===== config.mk =====
export PLATFORM = sky130hd
export DESIGN_NAME = bus_slave_reg_flat
export DESIGN_NICKNAME = d
export VERILOG_FILES = /design/src/rtl/bus_pkg.sv /design/src/rtl/bus_if.sv /design/src/rtl/slave_regfile.sv /design/src/rtl/bus_slave_reg.sv /design/src/flat_wrapper.sv
export SDC_FILE = /design/constraint.sdc
export NUM_CORES = 1
export LEC_CHECK = 0
export ABC_AREA = 1
export CAP_MARGIN = 20
export CORE_ASPECT_RATIO = 1.5
export CORE_MARGIN = 4
export CORE_UTILIZATION = 45
export DETAILED_ROUTE_END_ITERATION = 7
export PLACE_DENSITY = 0.65
export SETUP_SLACK_MARGIN = 0.15
export SYNTH_ARGS = -nofsm -noshare
export SYNTH_HDL_FRONTEND = slang
export SYNTH_HIERARCHICAL = 1
export SYNTH_SLANG_ARGS = --single-unit
export TNS_END_PERCENT = 50

===== constraint.sdc =====
create_clock -name clk -period 2.6 [get_ports clk]
set_clock_uncertainty 0.05 [all_clocks]
set_input_delay 0.26 -clock clk [delete_from_list [all_inputs] [get_ports clk]]
set_output_delay 0.26 -clock clk [all_outputs]
set_load 0.01 [all_outputs]

===== src/rtl/bus_pkg.sv =====
// Shared types and widths for the bus slave register block.
package bus_pkg;

  localparam int unsigned ADDR_W = 16;
  localparam int unsigned DATA_W = 32;

  typedef enum logic [1:0] {
    S_IDLE     = 2'd0,
    S_ADDR_ACK = 2'd1,
    S_WAIT     = 2'd2,
    S_DATA_ACK = 2'd3
  } state_t;

  function automatic int unsigned idx_width(input int unsigned n);
    return (n > 1) ? $clog2(n) : 1;
  endfunction

  // Widened by one bit so BASE+NUM never wraps past 16'hFFFF.
  function automatic logic addr_in_range(input logic [ADDR_W-1:0] addr,
                                         input logic [ADDR_W-1:0] base,
                                         input int unsigned       num);
    logic [ADDR_W:0] a;
    logic [ADDR_W:0] lo;
    logic [ADDR_W:0] hi;
    a  = {1'b0, addr};
    lo = {1'b0, base};
    hi = lo + num[ADDR_W:0];
    return (a >= lo) && (a < hi);
  endfunction

endpackage


===== src/rtl/bus_if.sv =====
// Master-to-slave request/acknowledge bus.
interface bus_if
  import bus_pkg::*;
();

  logic              valid;
  logic              read;
  logic              write;
  logic [ADDR_W-1:0] addr;
  logic [DATA_W-1:0] write_data;
  logic              ready;
  logic [DATA_W-1:0] read_data;

  modport master (
    output valid, read, write, addr, write_data,
    input  ready, read_data
  );

  modport slave (
    input  valid, read, write, addr, write_data,
    output ready, read_data
  );

endinterface


===== src/rtl/slave_regfile.sv =====
// Register bank: one synchronous write port, one combinational read port.
module slave_regfile
  import bus_pkg::*;
#(
  parameter int unsigned NUM_REGS = 8
) (
  input  logic                           clk,
  input  logic                           reset,
  input  logic                           i_we,
  input  logic [idx_width(NUM_REGS)-1:0] i_waddr,
  input  logic [DATA_W-1:0]              i_wdata,
  input  logic [idx_width(NUM_REGS)-1:0] i_raddr,
  output logic [DATA_W-1:0]              o_rdata
);

  logic [DATA_W-1:0] r_mem [NUM_REGS];

  always_ff @(posedge clk or negedge reset) begin
    if (!reset) begin
      for (int unsigned i = 0; i < NUM_REGS; i++) begin
        r_mem[i] <= '0;
      end
    end else if (i_we) begin
      r_mem[i_waddr] <= i_wdata;
    end
  end

  assign o_rdata = r_mem[i_raddr];

endmodule


===== src/rtl/bus_slave_reg.sv =====
// Bus slave with a register bank, address/data acknowledge and wait states.
// Optional error flag enabled by defining BUS_SLAVE_ERR_EN.
module bus_slave_reg
  import bus_pkg::*;
#(
  parameter int unsigned       NUM_REGS    = 8,
  parameter logic [ADDR_W-1:0] BASE_ADDR   = 16'h0000,
  parameter int unsigned       WAIT_CYCLES = 1
) (
  input  logic clk,
  input  logic reset,
  bus_if.slave busa
`ifdef BUS_SLAVE_ERR_EN
  ,
  output logic err
`endif
);

  localparam int unsigned IDX_W     = idx_width(NUM_REGS);
  localparam logic [3:0]  WAIT_LOAD = (WAIT_CYCLES > 0) ? 4'(WAIT_CYCLES - 1) : 4'd0;

  state_t            r_state;
  state_t            w_next;
  logic              r_cmd_read;
  logic              r_cmd_write;
  logic [ADDR_W-1:0] r_cmd_addr;
  logic [DATA_W-1:0] r_cmd_wdata;
  logic [3:0]        r_cnt;
  logic              r_ready;
  logic [DATA_W-1:0] r_rdata;

  logic              w_eff_read;
  logic              w_eff_write;
  logic [ADDR_W-1:0] w_eff_addr;
  logic              w_rd_in_range;
  logic              w_wr_in_range;
  logic [IDX_W-1:0]  w_ridx;
  logic [IDX_W-1:0]  w_widx;
  logic [DATA_W-1:0] w_rf_rdata;
  logic              w_we;

  // With no wait states DATA_ACK is entered on the same edge that latches the
  // command, so the read decode must look through to the live bus fields.
  assign w_eff_read  = (r_state == S_ADDR_ACK) ? busa.read  : r_cmd_read;
  assign w_eff_write = (r_state == S_ADDR_ACK) ? busa.write : r_cmd_write;
  assign w_eff_addr  = (r_state == S_ADDR_ACK) ? busa.addr  : r_cmd_addr;

  assign w_rd_in_range = addr_in_range(w_eff_addr, BASE_ADDR, NUM_REGS);
  assign w_wr_in_range = addr_in_range(r_cmd_addr, BASE_ADDR, NUM_REGS);
  assign w_ridx        = IDX_W'(w_eff_addr - BASE_ADDR);
  assign w_widx        = IDX_W'(r_cmd_addr - BASE_ADDR);
  assign w_we          = (r_state == S_DATA_ACK) && r_cmd_write && !r_cmd_read && w_wr_in_range;

  always_comb begin
    w_next = r_state;
    case (r_state)
      S_IDLE:     if (busa.valid) w_next = S_ADDR_ACK;
      S_ADDR_ACK: w_next = (WAIT_CYCLES > 0) ? S_WAIT : S_DATA_ACK;
      S_WAIT: begin
        if (!busa.valid)       w_next = S_IDLE;
        else if (r_cnt == '0)  w_next = S_DATA_ACK;
      end
      S_DATA_ACK: w_next = S_IDLE;
      default:    w_next = S_IDLE;
    endcase
  end

  always_ff @(posedge clk or negedge reset) begin
    if (!reset) begin
      r_state     <= S_IDLE;
      r_cmd_read  <= 1'b0;
      r_cmd_write <= 1'b0;
      r_cmd_addr  <= '0;
      r_cmd_wdata <= '0;
      r_cnt       <= '0;
      r_ready     <= 1'b0;
      r_rdata     <= '0;
    end else begin
      r_state <= w_next;
      r_ready <= (w_next == S_ADDR_ACK) || (w_next == S_DATA_ACK);
      if (r_state == S_ADDR_ACK) begin
        r_cmd_read  <= busa.read;
        r_cmd_write <= busa.write;
        r_cmd_addr  <= busa.addr;
        r_cmd_wdata <= busa.write_data;
        r_cnt       <= WAIT_LOAD;
      end else if ((r_state == S_WAIT) && (r_cnt != '0)) begin
        r_cnt <= r_cnt - 4'd1;
      end
      if ((w_next == S_DATA_ACK) && w_eff_read && !w_eff_write) begin
        r_rdata <= w_rd_in_range ? w_rf_rdata : '0;
      end
    end
  end

  assign busa.ready     = r_ready;
  assign busa.read_data = r_rdata;

`ifdef BUS_SLAVE_ERR_EN
  logic r_err;

  always_ff @(posedge clk or negedge reset) begin
    if (!reset) begin
      r_err <= 1'b0;
    end else begin
      r_err <= (w_next == S_DATA_ACK) && (!w_rd_in_range || (w_eff_read == w_eff_write));
    end
  end

  assign err = r_err;
`endif

  slave_regfile #(
    .NUM_REGS (NUM_REGS)
  ) u_regfile (
    .clk     (clk),
    .reset   (reset),
    .i_we    (w_we),
    .i_waddr (w_widx),
    .i_wdata (r_cmd_wdata),
    .i_raddr (w_ridx),
    .o_rdata (w_rf_rdata)
  );

endmodule


===== src/flat_wrapper.sv =====
// flat-port wrapper written by rule: the top's interface ports become plain ports
module bus_slave_reg_flat import bus_pkg::*;
#(
  parameter int unsigned       NUM_REGS    = 8,
  parameter logic [ADDR_W-1:0] BASE_ADDR   = 16'h0000,
  parameter int unsigned       WAIT_CYCLES = 1
)
  (clk, reset, busa_valid, busa_read, busa_write, busa_addr, busa_write_data, busa_ready, busa_read_data);
  bus_if busa_i ();
  input  logic clk;
  input  logic reset;
  input wire logic [$bits(busa_i.valid)-1:0] busa_valid;
  input wire logic [$bits(busa_i.read)-1:0] busa_read;
  input wire logic [$bits(busa_i.write)-1:0] busa_write;
  input wire logic [$bits(busa_i.addr)-1:0] busa_addr;
  input wire logic [$bits(busa_i.write_data)-1:0] busa_write_data;
  output wire logic [$bits(busa_i.ready)-1:0] busa_ready;
  output wire logic [$bits(busa_i.read_data)-1:0] busa_read_data;
  assign busa_i.valid = busa_valid;
  assign busa_i.read = busa_read;
  assign busa_i.write = busa_write;
  assign busa_i.addr = busa_addr;
  assign busa_i.write_data = busa_write_data;
  assign busa_ready = busa_i.ready;
  assign busa_read_data = busa_i.read_data;
  bus_slave_reg #(.NUM_REGS(NUM_REGS), .BASE_ADDR(BASE_ADDR), .WAIT_CYCLES(WAIT_CYCLES)) u_core (.clk(clk), .reset(reset), .busa(busa_i));
endmodule

After elaboration in Yosys (flattened, before gate mapping)
Index checks and enable logic that the tools add are counted.
W data, S select, Z words.
Operators by class
  equality and inequality tests: 5
  add/sub/neg operators: 1
  bitwise logic cells: 2
  $lt $le $gt $ge: 5
  multiplexer cells: 16
  reduce and logical (&&, ||, !) cells: 14
Operators by type and width (number)
  $bwmux W256: 1
  $mux W32: 4
  $bmux W32 S3: 1
  $demux W32 S3: 1
  $lt A16 B4 Y1 const B: 2
  $mux W16: 1
  $ge A4 B4 Y1 const B: 2
  $mux W4: 2
  $not A3 Y4: 2
  $pmux W2 S4: 1
  $logic_and A1 B1 Y1: 7
  $eq A2 B2 Y1 const B: 3
  $mux W2: 3
  $eq A2 B1 Y1 const B: 2
  $logic_not A4 Y1: 1
  $lt A4 B1 Y1 const B: 1
  $reduce_bool A4 Y1: 1
  $sub A4 B1 Y4 const B: 1
  $logic_not A1 Y1: 2
  $logic_not A2 Y1: 1
  $mux W1: 2
  $reduce_bool A2 Y1: 1
  $logic_or A1 B1 Y1: 1
Storage, ports and cells
  register bits: 345
  bits of input ports: 53
  word-level logic and storage cells: 59

Longest topological paths before layout
  word-level depth: 7
  gate-level depth with buffers: 19

By module
The synthesis kept the hierarchy.
By module, submodules not included
  slave_regfile: times used 1, area an instance 12465.7 um2, seq. area each 6406.1 um2, cells each 1716
  bus_slave_reg: times used 1, area an instance 3933.8 um2, seq. area each 2227.1 um2, cells each 488

Worst setup path before layout
No wires, ideal clock.
  path type: register to register
  start: register u_core.r_state[0]
  end: register u_core.r_rdata[2], in the netlist u_core/busa.read_data[2]
  data required time: 2.485 ns
  path slack: 0.151 ns
  data arrival time: 2.334 ns
  cell stages (with the launch flop): 17
  clock period less this slack: 2.449 ns
  library setup time: 0.065 ns
  path buffers: 5
  cell sequence: dfrtp_1 nand2_4 buf_6 buf_2 buf_1 nand2_1 nand2_1 buf_2 buf_1 nand3_1 nand2_1 nand2_1 nand2_1 inv_1 nor3_1 nand2_1 nand2_1
Between the ends
  cells in the longest elaborated chain, start to end: 7
Ends and longest elaborated chain
  start, declared: RTL line bus_slave_reg.sv:22  | state_t r_state;
  start signal, assigned: RTL line bus_slave_reg.sv:79  | r_state <= w_next;
  $eq A2 B1 Y1: RTL line bus_slave_reg.sv:46  | assign w_eff_addr = (r_state == S_ADDR_ACK) ? busa.addr : r_cmd_addr;
  $mux W16
  via u_core.w_eff_addr[1]: RTL line bus_slave_reg.sv:34  | logic [ADDR_W-1:0] w_eff_addr;
  $not A3 Y4 (implied by the code): RTL line slave_regfile.sv:28  | assign o_rdata = r_mem[i_raddr];
  $bmux W32 S3: RTL line slave_regfile.sv:28
  $mux W32 (implied by the code) (2 in series): RTL line slave_regfile.sv:28
  via u_core.w_rf_rdata[2]: RTL line bus_slave_reg.sv:39  | logic [DATA_W-1:0] w_rf_rdata;
  $mux W32: RTL line bus_slave_reg.sv:91  | r_rdata <= w_rd_in_range ? w_rf_rdata : '0;
  end signal, assigned: RTL line bus_slave_reg.sv:91
  end, declared: RTL line bus_slave_reg.sv:30  | logic [DATA_W-1:0] r_rdata;
The timed path passes the listed nets, and every way through them passes these cells. The select of a mux whose other input is x is not followed.
A chain may end at the register's enable or synchronous reset.

Worst setup path in the final report
  start: register u_core.r_state[1]
  end: register u_core.r_rdata[13], in the netlist u_core/busa.read_data[13]
Between the ends
  cells in the longest elaborated chain, start to end: 7
Ends and longest elaborated chain
  parallel branches: the longest is 7 deep, another holds $lt A16 B4 Y1
Parallel ways; which one is timed is not known. The select of a mux whose other input is x is not followed.

==> flow_metrics.env <==
export IMPL_top_layer="met4"
export IMPL_syn_area_per_cell_um2=7.441
export IMPL_dpl_hpwl_mm=24.89
export IMPL_wl_mm=43.07
export IMPL_holdWs_ns=0.2124
export IMPL_leakage_uw=0.009569
export IMPL_die_area_um2=39620
export IMPL_antenna_found_initial=0
export IMPL_io_buffers=85
export IMPL_num_rows=85
export IMPL_grt_max_degree=103
export IMPL_fillers=3551
export IMPL_wl_met1_mm=18.24
export IMPL_setup_viol=0
export IMPL_drive_gt1_share_pct=5.231
export IMPL_drc=0
export IMPL_grt_pass1_vias=13920
export IMPL_synthesis_area_um2=16400
export IMPL_htree_levels=2
export IMPL_max_vdd_ir_drop_mv=0.6336
export IMPL_relSlewSlack_pct=56.90
export IMPL_crit_path_start="u_core/r_state[1]$_DFF_PN0_"
export IMPL_clkLatencyLatePin_ns=0.53
export IMPL_path_class="reg -> reg"
export IMPL_crit_chain="inv_2 -> nand2_4 -> buf_4 -> nand2_1 -> o21ai_1 -> nand3_2 -> buf_4 -> buf_4 -> nor3_1 -> nand2_1 -> nand2_1"
export IMPL_endpoint_kind="flip-flop"
export IMPL_final_cell_mix="nand2_1, inv_1, dfrtp_1, o21ai_0, nand3_1"
export IMPL_via_per_inst=4.969
export IMPL_cp_slowest_cell="dfrtp_1"
export IMPL_firstDrtPassIters=5
export IMPL_netlist_instances=2204
export IMPL_clkPwrFrac_pct=39.8
export IMPL_fp_dieH_um=241.8
export IMPL_tns_ns=0
export IMPL_switchingPower_uw=3953
export IMPL_startpoint_type="flip-flop"
export IMPL_route_met3_wl_mm=2.153
export IMPL_ios=86
export IMPL_path_clk_slew_ns=0.06
export IMPL_grt_pass1_wl_mm=71.26
export IMPL_hold_path_class="in -> reg"
export IMPL_grt_usage_pct=22.29
export IMPL_power_density_nw_per_um2=703.1
export IMPL_min_from="busa_write_data[30]"
export IMPL_rsz0062_at_grt="false"
export IMPL_clock_sinks=345
export IMPL_timing_rr_start="u_core/r_state[1]$_DFF_PN0_"
export IMPL_cap_violations=0
export IMPL_cts_root_buffer="clkbuf_16"
export IMPL_ys_seq_area_share_pct=52.64
export IMPL_gp_congestion=0.7978
export IMPL_tritoncts="yes"
export IMPL_ys_types=28
export IMPL_finish_net_count=2303
export IMPL_ys_ff_latch=345
export IMPL_final_min_clock_period_ns=2.220
export IMPL_grt_overflow=0
export IMPL_core_um2=35950
export IMPL_syn_nets=2259
export IMPL_drtIter0Drc=867
export IMPL_wl_per_cell_um=15.64
export IMPL_cts_path_max_buffers=3
export IMPL_initial_core_util_pct=45.62
export IMPL_layout_setup_ws_ns=0.3804
export IMPL_finalMaxSlewViolations=0
export IMPL_fmax_mhz=450.5
export IMPL_worstMarginPinSlew_ns=0.6465
export IMPL_cts_buffers=36
export IMPL_worstPathRequired_ns=3.02
export IMPL_num_vias=13680
export IMPL_cp_max_fo=31
export IMPL_place_ws_ns=0.2990
export IMPL_p_seq_share_pct=42.5
export IMPL_crit_arrival_ns=2.64
export IMPL_wl_met2_mm=21.37
export IMPL_p_int_uw=9480
export IMPL_swShare_pct=29.43
export IMPL_n_antenna_cell=0
export IMPL_final_common_cell="nand2_1"
export IMPL_hold_viol=0
export IMPL_postRouteAntennaNets=0
export IMPL_outcome="complete, no violations"
export IMPL_crit_family="buffers and inverters"
export IMPL_combinationalPowerShare_pct=17.7
export IMPL_slowest_delay_ns=0.42
export IMPL_path_buf_inv=4
export IMPL_area_growth_pct=16.50
export IMPL_die_w_um=163.9
export IMPL_final_period_utilization_pct=85.37
export IMPL_final_core_util_pct=53.15
export IMPL_ys_warn_count=6
==> cell families (layout without fill, tap and decap cells) <==
logic type               Yosys count  count (layout)  share of synthesized area (%)
adder cells (fa/ha/maj)            2               2                         0.1526
AND/OR/NAND/NOR                 1122            1122                          27.50
flip-flops                       345             345                          52.64
buffers and inverters            472             543                          11.61
XOR/XNOR                           2               2                         0.1068
AO/OA/AOI/OAI                    261             261                          7.988
==> tightest hold or removal path, delay by kind of cell <==
family / cells / cell delay [ns]
buffers and inverters: 1 / 0.39
and+or+nand+nor: 2 / 0.10
==> synthesized netlist by cell type, drive strengths merged <==
| library cell | instances | area (um2) |
|---|---|---|
| xor2 | 1 | 8.760 |
| nor2 | 14 | 65.06 |
| nand3b | 3 | 22.52 |
| nor4 | 3 | 18.77 |
| buf | 71 | 395.4 |
| clkbuf | 49 | 187.7 |
| o21ai | 258 | 1291 |
| dfrtp | 345 | 8633 |
| nand2 | 923 | 3485 |
| inv | 352 | 1321 |
| or2 | 1 | 6.260 |
| nand3 | 144 | 730.7 |
| xnor2 | 1 | 8.760 |
| o22ai | 3 | 18.77 |
| nor3 | 34 | 181.4 |
| ha | 2 | 25.02 |
==> repair_timing <==
item,in CTS,in global routing
endpoints found under the hold margin,67,0
gates resized for setup,0,1
hold buffers,1,0
buffers inserted,0,0
setup endpoints to repair,0,18
==> stage by stage <==
step	std cells	total power, uW	cell area (um2)
global placement	2687	8158	17850
finish	2753	13430	19110
detailed placement	2687	8184	17850
floorplan	2204	7283	16400
CTS	2753	13600	19100
global route	2753	14150	19110
==> cell type report <==
class | instances | area [um2] | share of cell area (%)
clock buffer | 53 | 1087 | 5.691
sequential | 345 | 8633 | 45.19
tap | 478 | 598.1 | 3.130
multi-input combinational | 1387 | 5886 | 30.81
timing repair buffer | 126 | 1429 | 7.479
clock inverter | 12 | 150.1 | 0.7859
inverter | 352 | 1323 | 6.922
==> sequential cells by signal (all words and copies together) (netlist names) <==
name,flops
u_core/r_cmd_addr,16
u_core/r_state,2
u_core/busa.ready,1
u_core/r_cmd_wdata,32
u_core/r_cmd_write,1
u_core/busa.read_data,32
u_core/u_regfile/r_mem,256
u_core/r_cmd_read,1
u_core/r_cnt,4
==> final timing paths <==
| check | to | slack, ns | cells after the start |
|---|---|---|---|
| min in group asynchronous | u_core/r_cmd_addr[11]$_DFF_PN0_ | 0.28 | 2 |
| worst max register to register | u_core/busa.read_data[13]$_DFFE_PN0P_ | 0.38 | 11 |
| worst min-delay path | u_core/r_cmd_wdata[30]$_DFFE_PN0N_ | 0.21 | 3 |
| worst max-delay path | u_core/busa.read_data[13]$_DFFE_PN0P_ | 0.38 | 11 |
| max in group asynchronous | u_core/u_regfile/r_mem[89]$_DFFE_PN0P_ | 1.39 | 3 |
| worst min register to register | u_core/busa.read_data[28]$_DFFE_PN0P_ | 0.43 | 2 |
==> layer usage <==
layer | global-route usage [%] | vias to the layer above
li1 | - | 6745
met3 | 2.641 | 77
met5 | 0 | -
met4 | 8.171 | 0
met1 | 28.33 | 6502
met2 | 38.88 | 356
==> power groups by stage <==
stage	Sequential [uW]	Combinational (uW)	Clock, uW
2_1_floorplan	5730	1550	0
3_3_place_gp	5800	2360	0
3_5_place_dp	5800	2380	0
4_1_cts	5710	2400	5490
5_1_grt	5730	2710	5710
6_report	5710	2380	5350
(Power assumes the default switching activity.)
